**src/rtl/multi_tick_pkg.sv**
```systemverilog
// Shared types and helpers for the multi-channel tick generator.
// Build option MULTI_TICK_OVR_CNT_EN adds the per-channel saturating overrun counters.
package multi_tick_pkg;

    typedef enum logic {
        MODE_PULSE  = 1'b0,
        MODE_TOGGLE = 1'b1
    } mode_t;

    localparam int MAX_CH = 16;

    // Channel-select width; never below one bit so a single-channel build still has a port.
    function automatic int clog2_min1(input int n);
        return (n <= 2) ? 1 : $clog2(n);
    endfunction

endpackage

```
**src/rtl/multi_tick_chan.sv**
```systemverilog
// One tick channel: free-running period counter, runtime config registers and REQ/ACK tracking.
// With MULTI_TICK_OVR_CNT_EN defined it also keeps a saturating overrun count.
module multi_tick_chan
    import multi_tick_pkg::*;
#(
    parameter int          CNT_W      = 29,
    parameter int unsigned DEFAULT_TC = 4999999,
    parameter bit          DEFAULT_EN = 1'b1,
    parameter bit          DEFAULT_MD = 1'b1
`ifdef MULTI_TICK_OVR_CNT_EN
    ,
    parameter int          OVR_W      = 8
`endif
) (
    input  logic             CLK,
    input  logic             RESET,
    input  logic             cfg_we,
    input  logic [CNT_W-1:0] cfg_tc,
    input  logic             cfg_mode,
    input  logic             cfg_en,
    input  logic             ack,
    output logic             tick,
    output logic             wave,
    output logic             req,
    output logic             overrun
`ifdef MULTI_TICK_OVR_CNT_EN
    ,
    output logic [OVR_W-1:0] ovr_cnt
`endif
);

    logic [CNT_W-1:0] cnt_q;
    logic [CNT_W-1:0] tc_q;
    logic             en_q;
    mode_t            mode_q;
    logic             tick_q;
    logic             wave_q;
    logic             req_q;
    logic             overrun_q;
`ifdef MULTI_TICK_OVR_CNT_EN
    logic [OVR_W-1:0] ovr_cnt_q;
`endif

    logic wrap;
    logic tick_ev;

    assign wrap    = (cnt_q == tc_q);
    assign tick_ev = en_q && wrap;

    // Handshake: REQ rises on the tick edge and stays high until an edge sees ACK=1
    // with REQ=1; ACK while REQ=0 is ignored. A tick arriving on the same edge as
    // the ACK re-arms REQ (old request consumed), a tick without ACK is an overrun.
    always_ff @(posedge CLK) begin
        if (RESET) begin
            cnt_q     <= '0;
            tc_q      <= CNT_W'(DEFAULT_TC);
            en_q      <= DEFAULT_EN;
            mode_q    <= mode_t'(DEFAULT_MD);
            tick_q    <= 1'b0;
            wave_q    <= 1'b0;
            req_q     <= 1'b0;
            overrun_q <= 1'b0;
`ifdef MULTI_TICK_OVR_CNT_EN
            ovr_cnt_q <= '0;
`endif
        end else if (cfg_we) begin
            cnt_q     <= '0;
            tc_q      <= cfg_tc;
            en_q      <= cfg_en;
            mode_q    <= mode_t'(cfg_mode);
            tick_q    <= 1'b0;
            wave_q    <= 1'b0;
            req_q     <= 1'b0;
            overrun_q <= 1'b0;
`ifdef MULTI_TICK_OVR_CNT_EN
            ovr_cnt_q <= '0;
`endif
        end else begin
            if (en_q) begin
                cnt_q  <= wrap ? '0 : cnt_q + CNT_W'(1);
                tick_q <= wrap;
                if (mode_q == MODE_TOGGLE) begin
                    if (wrap) begin
                        wave_q <= ~wave_q;
                    end
                end else begin
                    wave_q <= wrap;
                end
            end else begin
                cnt_q  <= '0;
                tick_q <= 1'b0;
            end

            if (tick_ev) begin
                req_q <= 1'b1;
            end else if (ack && req_q) begin
                req_q <= 1'b0;
            end

            if (tick_ev && req_q && !ack) begin
                overrun_q <= 1'b1;
`ifdef MULTI_TICK_OVR_CNT_EN
                if (ovr_cnt_q != '1) begin
                    ovr_cnt_q <= ovr_cnt_q + OVR_W'(1);
                end
`endif
            end
        end
    end

    assign tick    = tick_q;
    assign wave    = wave_q;
    assign req     = req_q;
    assign overrun = overrun_q;
`ifdef MULTI_TICK_OVR_CNT_EN
    assign ovr_cnt = ovr_cnt_q;
`endif

endmodule

```
**src/rtl/multi_tick_gen.sv**
```systemverilog
// Multi-channel programmable periodic tick generator with per-channel REQ/ACK hand-off.
// Build option MULTI_TICK_OVR_CNT_EN adds the OVR_CNT port with saturating overrun counters.
module multi_tick_gen
    import multi_tick_pkg::*;
#(
    parameter int          NUM_CH     = 4,
    parameter int          CNT_W      = 29,
    parameter int unsigned DEFAULT_TC = 4999999,
    parameter bit          DEFAULT_EN = 1'b1,
    parameter bit          DEFAULT_MD = 1'b1,
`ifdef MULTI_TICK_OVR_CNT_EN
    parameter int          OVR_W      = 8,
`endif
    localparam int         CH_W       = clog2_min1(NUM_CH)
) (
    input  logic                    CLK,
    input  logic                    RESET,
    input  logic                    CFG_WE,
    input  logic [CH_W-1:0]         CFG_CH,
    input  logic [CNT_W-1:0]        CFG_TC,
    input  logic                    CFG_MODE,
    input  logic                    CFG_EN,
    output logic [NUM_CH-1:0]       TICK,
    output logic [NUM_CH-1:0]       WAVE,
    output logic [NUM_CH-1:0]       REQ,
    input  logic [NUM_CH-1:0]       ACK,
    output logic [NUM_CH-1:0]       OVERRUN
`ifdef MULTI_TICK_OVR_CNT_EN
    ,
    output logic [NUM_CH*OVR_W-1:0] OVR_CNT
`endif
);

    logic [NUM_CH-1:0] ch_we;

    for (genvar i = 0; i < NUM_CH; i++) begin : g_ch
        // Out-of-range CFG_CH values match no channel, so such writes fall on the floor.
        assign ch_we[i] = CFG_WE && (CFG_CH == CH_W'(i));

        multi_tick_chan #(
            .CNT_W      (CNT_W),
            .DEFAULT_TC (DEFAULT_TC),
            .DEFAULT_EN (DEFAULT_EN),
            .DEFAULT_MD (DEFAULT_MD)
`ifdef MULTI_TICK_OVR_CNT_EN
            ,
            .OVR_W      (OVR_W)
`endif
        ) u_chan (
            .CLK      (CLK),
            .RESET    (RESET),
            .cfg_we   (ch_we[i]),
            .cfg_tc   (CFG_TC),
            .cfg_mode (CFG_MODE),
            .cfg_en   (CFG_EN),
            .ack      (ACK[i]),
            .tick     (TICK[i]),
            .wave     (WAVE[i]),
            .req      (REQ[i]),
            .overrun  (OVERRUN[i])
`ifdef MULTI_TICK_OVR_CNT_EN
            ,
            .ovr_cnt  (OVR_CNT[i*OVR_W +: OVR_W])
`endif
        );
    end

endmodule

```
**config.mk**
```make
export PLATFORM = sky130hd
export DESIGN_NAME = multi_tick_gen
export DESIGN_NICKNAME = d
export VERILOG_FILES = /design/src/rtl/multi_tick_pkg.sv /design/src/rtl/multi_tick_chan.sv /design/src/rtl/multi_tick_gen.sv
export SDC_FILE = /design/constraint.sdc
export NUM_CORES = 1
export LEC_CHECK = 0
export ABC_AREA = 1
export CAP_MARGIN = 20
export CORE_ASPECT_RATIO = 0.8
export CORE_MARGIN = 2
export CORE_UTILIZATION = 44
export DETAILED_ROUTE_END_ITERATION = 10
export PLACE_DENSITY = 0.65
export SKIP_CTS_REPAIR_TIMING = 1
export SYNTH_ARGS = -nofsm -noshare
export SYNTH_HDL_FRONTEND = slang
export SYNTH_SLANG_ARGS = --single-unit
```
**constraint.sdc**
```tcl
create_clock -name CLK -period 1.7 [get_ports CLK]
set_input_delay 0.34 -clock CLK [delete_from_list [all_inputs] [get_ports CLK]]
set_output_delay 0.34 -clock CLK [all_outputs]
set_load 0.1 [all_outputs]
```
### Word-level counts from Yosys, hierarchy flattened

Index checks and enable logic that the tools add are counted.

* register bits: 256
* input port bits: 40
* output and inout bits: 16
* word-level logic and storage cells: 116

* add/sub/neg operators: 4
* equal/unequal tests: 11
* muxes and demuxes: 16
* bitwise gates (word level): 8
* reductions and logical operators: 45

Operator list (number)
* $add 29x1->29 const B: 4
* $eq 29x29->1: 4
* $logic_and 1x1->1: 20
* $mux 1: 16
* $reduce_or 4->1: 4
* $reduce_or 3->1: 4
* $ne 2x2->1 const B: 4
* $not 1->1: 8
* $reduce_and 2->1: 4
* $reduce_bool 2->1: 4
* $reduce_or 2->1: 4
* $eq 2x2->1 const B: 2
* $logic_not 1->1: 4
* $eq 2x1->1 const B: 1
* $logic_not 2->1: 1

### Depth between registers and ports, before layout

Gate-level depths: netlist (run 1).

* word-level depth: 4
* depth in mapped cells: 13
* gate-level depth less buffers: 12

### Hierarchy

A second synthesis (run 1) with hierarchy kept.

* cells, all modules: 1941
* area total of the unflattened synthesis: 12813.5 um^2

By module, submodules not included
* multi_tick_chan at g_ch[0].u_chan ...: instances 3, cells each 501, area an instance 3241.9 um^2, sequential area each 1281.2 um^2
* multi_tick_chan at g_ch[3].u_chan: instances 1, cells each 430, area an instance 3057.9 um^2, sequential area each 1281.2 um^2
* multi_tick_gen: instances 1, cells each 8, area an instance 30.0 um^2, sequential area each 0.0 um^2

### Least setup slack after synthesis (run 1)

OpenSTA, ideal clock, no wires.

* path kind: reg2reg
* start: register g_ch[2].u_chan.cnt_q[0]
* end: register g_ch[2].u_chan.cnt_q[28]
* library setup time: 0.116 ns
* arrival: 1.499 ns
* required time: 1.584 ns
* path slack: 0.085 ns
* stages on the path, launching flop included: 11
* buffers on the path: 0
* period minus slack after synthesis: 1.615 ns
* cells stage by stage: dfxtp_1 ha_1 nand2_1 nor2_2 nand2_1 nor2_1 nand2_1 nor2_1 nand2_1 o21ai_0 nor2_1

* longest elaborated chain between the ends: 2
* elaborated cells between the ends (all ways): 3
* classes of those cells: 1 x add/sub; 1 x eq/ne; 1 x reduce/logical

RTL lines
* start, declared: RTL line multi_tick_chan.sv:32 `logic [CNT_W-1:0] cnt_q;`
* start signal, assigned: RTL line multi_tick_chan.sv:80 `cnt_q <= wrap ? '0 : cnt_q + CNT_W'(1);`
* parallel branches: the longest is 2 deep, another holds $add 29x1->29

Parallel ways; which one is timed is not known.
A chain may end at the register's enable or synchronous reset.

### Worst setup path after layout (run 1)

* start: register g_ch[2].u_chan.cnt_q[0]
* end: register g_ch[2].u_chan.cnt_q[14]

The elaborated chain is that of the path after synthesis.

==> results.md, run 1 <==
- Distinct cells, synth: 42
- PD cells: 811 mW/mm2
- IR drop worst, VDD: 0.641 mV
- R2R cell count: 10
- Synth Instances: 2054
- Synthesis-to-finish area growth: 23.5%
- Worst-path clk slew: 60 ps
- Gr ovfl total: 0
- Pin count of the biggest net entering global routing: 36
- Met1 usage: 0.351
- # H-tree levels: 1
- Initial antenna violation count: 0
- Core area: 0.0296 mm2
- Slowest cell delay on critical path: 330 ps
- Sw frac: 0.250
- Worst-Margin Slew: 512 ps
- Clock root cell: clkbuf_16
- Final ANT Viol Nets: 0
- WHS Path Cells: 1
- Crit-path max FO: 3
- Clock network fraction of total power: 0.434
- Fin. Hold Viols: 0
- Routed wire length: 39500 um
- Final #Nets: 2240
- Detailed Routing Iterations Pass 1: 5
- CP Data Required Time: 2170 ps
- Met2 usage: 0.364
- CTS sink count: 256
- Startpoint types: flop
- Pre-CTS WS: -430 ps
- Inserted Clock Buffers: 27
- Die area: 0.0317 mm2
- Synth Net Count: 2098
- Vias: 13000
- Status: completed
- WL/cell: 15.1 um
- Die Y: 160 um
- Post-Layout Cell Count: 2619
- Fin crit period: 1660 ps
- RD Place Congestion: 0.931
- N_diodes: 0
- Commonest cells after routing, fill and taps aside: nand2_1, inv_1, nor2_1
- Worst-Skew Late Latency: 550 ps
- Syn Area/Cell: 6.49 um2
- Logic gate share of total power: 0.094
- Met3 GRT Util: 0.0310
- Yosys warns: 0
- Max-cap violation count: 0
- Mapped cell area: 0.0133 mm2
- Number of global-route vias before repair: 11900
- P_sw: 3.33 mW
- Final Cycle Share: 0.976
- Worst Setup Path Type: flop to flop
- Yosys top cell area share: 0.384
- CP arrival: 2130 ps
- Crit path max-delay cell type: dfxtp_2
- Stages on worst setup path: 10
- Cell Chain, Critical Path: ha_2, nand2_2, nor2_4, nand2_2, nor2_4, buf_4, inv_1, nor2_2, a21oi_1, nor3_2
- Seq/Total Area, Yosys: 0.384
- GRT Util Overall: 0.242
- First-pass GRT wire length: 61600 um
- CP top delay family: simple AND/OR/NAND/NOR gates
- Row count: 56
- Commonest non-fill, non-tap cell in the layout: nand2_1
- CTS tree: yes
- DRC Markers: 0
- I/O pin count: 56
- Reg power frac: 0.471
- Initial core utilization: 0.451
- #FFs+latches synth: 256
- Setup ws final: 41.4 ps
- Slew margin rel.: 0.657
- Iter 0 DRT Violations: 949
- Post-DP HPWL: 28900 um
- Main synth FF type: dfxtp_1
- Worst hold path type: flop to flop
- Fmax: 0.603 GHz
- Clk_skew: 15.4 ps
- Int Pwr: 10.0 mW
- PortBufs: 55
- Hold Worst Slack: 422 ps
- Crit path buf inv count: 2
- Post-synth EDFFs: 0
- Setup tns final: 0 ps
- Area leader, netlist: dfxtp_1
- LEAKAGE: 6.88 nW
- Die W: 199 um
- Layout cells sized above 1: 0.172
- Global route hottest layer: met2
- Via density: 4.97
- # setup viols final: 0
- Max-slew violations: 0
- Dpl cells: 2560
- Utilization after layout: 0.557
- Ranking of synthesized cells by area: dfxtp_1, nand2_1, inv_1, nor2_1, a21oi_1
- Crit. End Element: flop
- Clk buf depth: 3
- Synth async-reset ratio: 0
==> layout make-up <==
class	instances	area (um2)
inverters	314	1180
flip-flops and latches	256	5230
clock inverters	4	23.8
fillers	2866	13100
well taps	406	508
clock buffers	42	832
multi-input cells	1422	6890
repair buffers	175	1810
==> stage by stage <==
step                      total power [mW]  instance area (um2)
after detailed placement              7.59                15100
after CTS                             13.4                16000
after floorplan                       7.06                13300
after global placement                7.56                15100
final                                 13.4                16500
after global routing                  13.8                16500
==> synth_stat cells, types with 2 or more instances <==
cell,number
a21oi_1,108
a21oi_2,10
a31oi_1,2
and2_1,5
and3_1,5
buf_1,6
buf_2,6
buf_4,20
buf_6,4
clkbuf_1,26
dfxtp_1,256
ha_1,4
inv_1,298
inv_2,16
nand2_1,636
nand2_2,8
nand2_4,2
nand3_1,78
nand3_2,10
nand3b_1,4
nand4_1,22
nor2_1,248
nor2_2,9
nor2_4,10
nor3_1,57
nor3_2,11
nor4_1,6
o211ai_1,33
o21ai_0,88
or2_2,3
xnor2_1,22
xor2_1,31
==> power by group through the flow <==
stage / Sequential [mW] / Clock, mW / Combinational, mW
after detailed placement: 6.42 / 0 / 1.17
after CTS: 6.29 / 5.90 / 1.17
after floorplan: 6.40 / 0 / 0.665
final: 6.30 / 5.80 / 1.26
after global placement: 6.42 / 0 / 1.14
after global routing: 6.32 / 6.12 / 1.39
==> path summary, 6_finish.rpt <==
kind,startpoint,slack (ps),endpoint
setup reg to reg,g_ch[2].u_chan.cnt_q[0],40,g_ch[2].u_chan.cnt_q[14]
setup / recovery,g_ch[2].u_chan.cnt_q[0],40,g_ch[2].u_chan.cnt_q[14]
hold reg to reg,g_ch[1].u_chan.cnt_q[0],420,g_ch[1].u_chan.cnt_q[0]
hold / removal,g_ch[1].u_chan.cnt_q[0],420,g_ch[1].u_chan.cnt_q[0]
==> flip-flops by register name (all words and copies together), names as in the netlist <==
signal and flops:
g_ch.u_chan.overrun 4, g_ch.u_chan.wave 4, g_ch.u_chan.tick 4, g_ch.u_chan.tc_q 116, g_ch.u_chan.en_q 4, g_ch.u_chan.cnt_q 116
g_ch.u_chan.req 4, g_ch.u_chan.mode_q 4
==> layer usage <==
layer,share of wire,up-vias
met4,0.043,0
met5,0,-
met3,0.063,79
li1,-,6665
met2,0.42,388
met1,0.47,5877
==> logic make-up (layout without fill, tap and decap cells) <==
family,Yosys count,in the layout,synth area share
flops,256,256,0.384
simple gates,1122,1122,0.362
xor+xnor,53,53,0.0348
fa+ha+maj,4,4,0.00375
compound gates,243,243,0.101
buf+inv,376,535,0.114
No activity file was read; power rests on OpenSTA's default activity.
==> run 2, diff against run 1 <==
- SLEW_MARGIN: unset -> 20
==> results of run 2 <==
The final DEF is identical to that of run 1; final timing and power are the same.
==> run 3, diff against run 2 <==
- CORE_UTILIZATION: 44 -> 35
- PLACE_DENSITY: 0.65 -> 0.55
==> run 3 against run 2 <==
Non-clock buffer count increased by 24; critical path depth shrank 1; clock power rose by 13%; die area increased by 25%; sequential share of layout area down 1.0 points; critical endpoint is now g_ch[2].u_chan.cnt_q[24].
==> results.md, run 3 (synthesis gave the netlist of run 1 again) <==
- Largest registers: g_ch.u_chan.cnt_q x116, g_ch.u_chan.tc_q x116
- Clock root cell: clkbuf_16
- Fin crit period: 1620 ps
- Routed wire length: 41100 um
- Clk_skew: 18.2 ps
- R2R cell count: 9
- PortBufs: 55
- Max-cap violation count: 0
- Die Y: 179 um
- Hold Worst Slack: 429 ps
- Max-slew violations: 0
- LEAKAGE: 7.12 nW
- Worst-path clk slew: 60 ps
- Worst hold start: ACK[3]
- Fmax: 0.618 GHz
- Crit. End Element: flop
- CP arrival: 2100 ps
- # H-tree levels: 1
- Initial core utilization: 0.358
- Status: completed
- DRC Markers: 0
- Layout cells sized above 1: 0.183
- GRT Util Overall: 0.202
- Post-DP HPWL: 30200 um
- Pin count of the biggest net entering global routing: 45
- # setup viols final: 0
- Worst Setup Path Type: flop to flop
- Die W: 222 um
- WL/cell: 15.0 um
- Die area: 0.0397 mm2
- Clk buf depth: 3
- Iter 0 DRT Violations: 980
- Gr ovfl total: 0
- Initial antenna violation count: 1
- Synthesis-to-finish area growth: 27.4%
- Core area: 0.0373 mm2
- Startpoint types: flop
- RD Place Congestion: 0.875
- Post-Layout Cell Count: 2734
- CTS sink count: 256
- Beginning of the worst register-to-register path: g_ch[2].u_chan.cnt_q[1]
- PD cells: 833 mW/mm2
- CTS tree: yes
- Final Cycle Share: 0.951
- Worst-Margin Slew: 528 ps
- Dpl cells: 2662
- Via density: 4.70
- CP Data Required Time: 2180 ps
- Crit-path max FO: 3
- Inserted Clock Buffers: 30
- Fill cells: 3781
- I/O pin count: 56
- Final ANT Viol Nets: 0
- Number of global-route vias before repair: 11700
- Detailed Routing Iterations Pass 1: 5
- WHS Path Cells: 4
- Reg-to-reg slack, setup: 80 ps
- Crit Reg-Reg Endpoint: g_ch[2].u_chan.cnt_q[24]
- Commonest non-fill, non-tap cell in the layout: nand2_1
- Worst-Skew Late Latency: 570 ps
- Worst hold path type: primary input to flop
- Commonest cells after routing, fill and taps aside: nand2_1, inv_1, nor2_1
- RSZ-0062 raised after global routing: true
- Hold Path Sink: g_ch[3].u_chan.overrun
- IR drop worst, VDD: 0.735 mV
- First-pass GRT wire length: 63500 um
- Row count: 63
- Vias: 12900
- Fin. Hold Viols: 0
- Slew margin rel.: 0.647
- Final #Nets: 2267
==> run 3: power by group <==
part | internal (mW) | leakage [nW] | switching, mW
clock | 3.96 | 0.506 | 2.60
sequential | 6.18 | 2.12 | 0.124
combinational | 0.536 | 4.50 | 0.755
total | 10.7 | 7.12 | 3.48
==> run 3: worst max path at each step <==
| stage | to | start |
|---|---|---|
| after floorplan | g_ch[2].u_chan.cnt_q[28] | g_ch[2].u_chan.cnt_q[0] |
| after global placement | g_ch[2].u_chan.cnt_q[14] | CFG_CH[0] |
| after detailed placement | g_ch[2].u_chan.cnt_q[12] | CFG_CH[0] |
| after CTS | g_ch[2].u_chan.cnt_q[28] | g_ch[2].u_chan.cnt_q[0] |
| after global routing | g_ch[3].u_chan.cnt_q[20] | g_ch[3].u_chan.cnt_q[27] |
| final | g_ch[2].u_chan.cnt_q[24] | g_ch[2].u_chan.cnt_q[1] |
==> run 3: stage by stage <==
| step | utilization | TNS [ps] | worst slack (ps) | area [um2] | power, mW |
|---|---|---|---|---|---|
| 2_1_floorplan | - | 0 | 85.4 | 13300 | 7.06 |
| 3_3_place_gp | 0.413 | -14710 | -240 | 15400 | 7.58 |
| 3_5_place_dp | 0.413 | -18840 | -291 | 15400 | 7.60 |
| 4_1_cts | 0.440 | -450 | -127 | 16400 | 14.2 |
| 5_1_grt | 0.456 | -553 | -34.9 | 17000 | 14.7 |
| 6_report | 0.456 | 0 | 83.1 | 17000 | 14.2 |
==> run 3: final cells by class <==
class | instances | area, um2 | share of cell area
well taps | 487 | 609 | 0.0359
clock inverters | 10 | 100 | 0.00589
repair buffers | 199 | 2020 | 0.119
flip-flops and latches | 256 | 5220 | 0.307
diodes | 1 | 2.50 | 0.000147
clock buffers | 45 | 908 | 0.0535
multi-input cells | 1422 | 6950 | 0.409
inverters | 314 | 1180 | 0.0695
==> run 3: worst max-delay path, stage by stage (launching register included) <==
cell and delay, ps:
dfxtp_2 350, ha_4 140, nand2_2 70, nor2_4 140, nand2_2 100, buf_4 140
inv_1 80, nand4_1 100, or2_2 290, a21oi_1 130
==> run 3: metal layers <==
layer | wire, um | GRT usage | part of all wire
met4 | 1270 | 0.0636 | 0.031
met3 | 1580 | 0.0219 | 0.038
met1 | 21000 | 0.296 | 0.51
met2 | 17300 | 0.309 | 0.42
met5 | 0 | 0 | 0
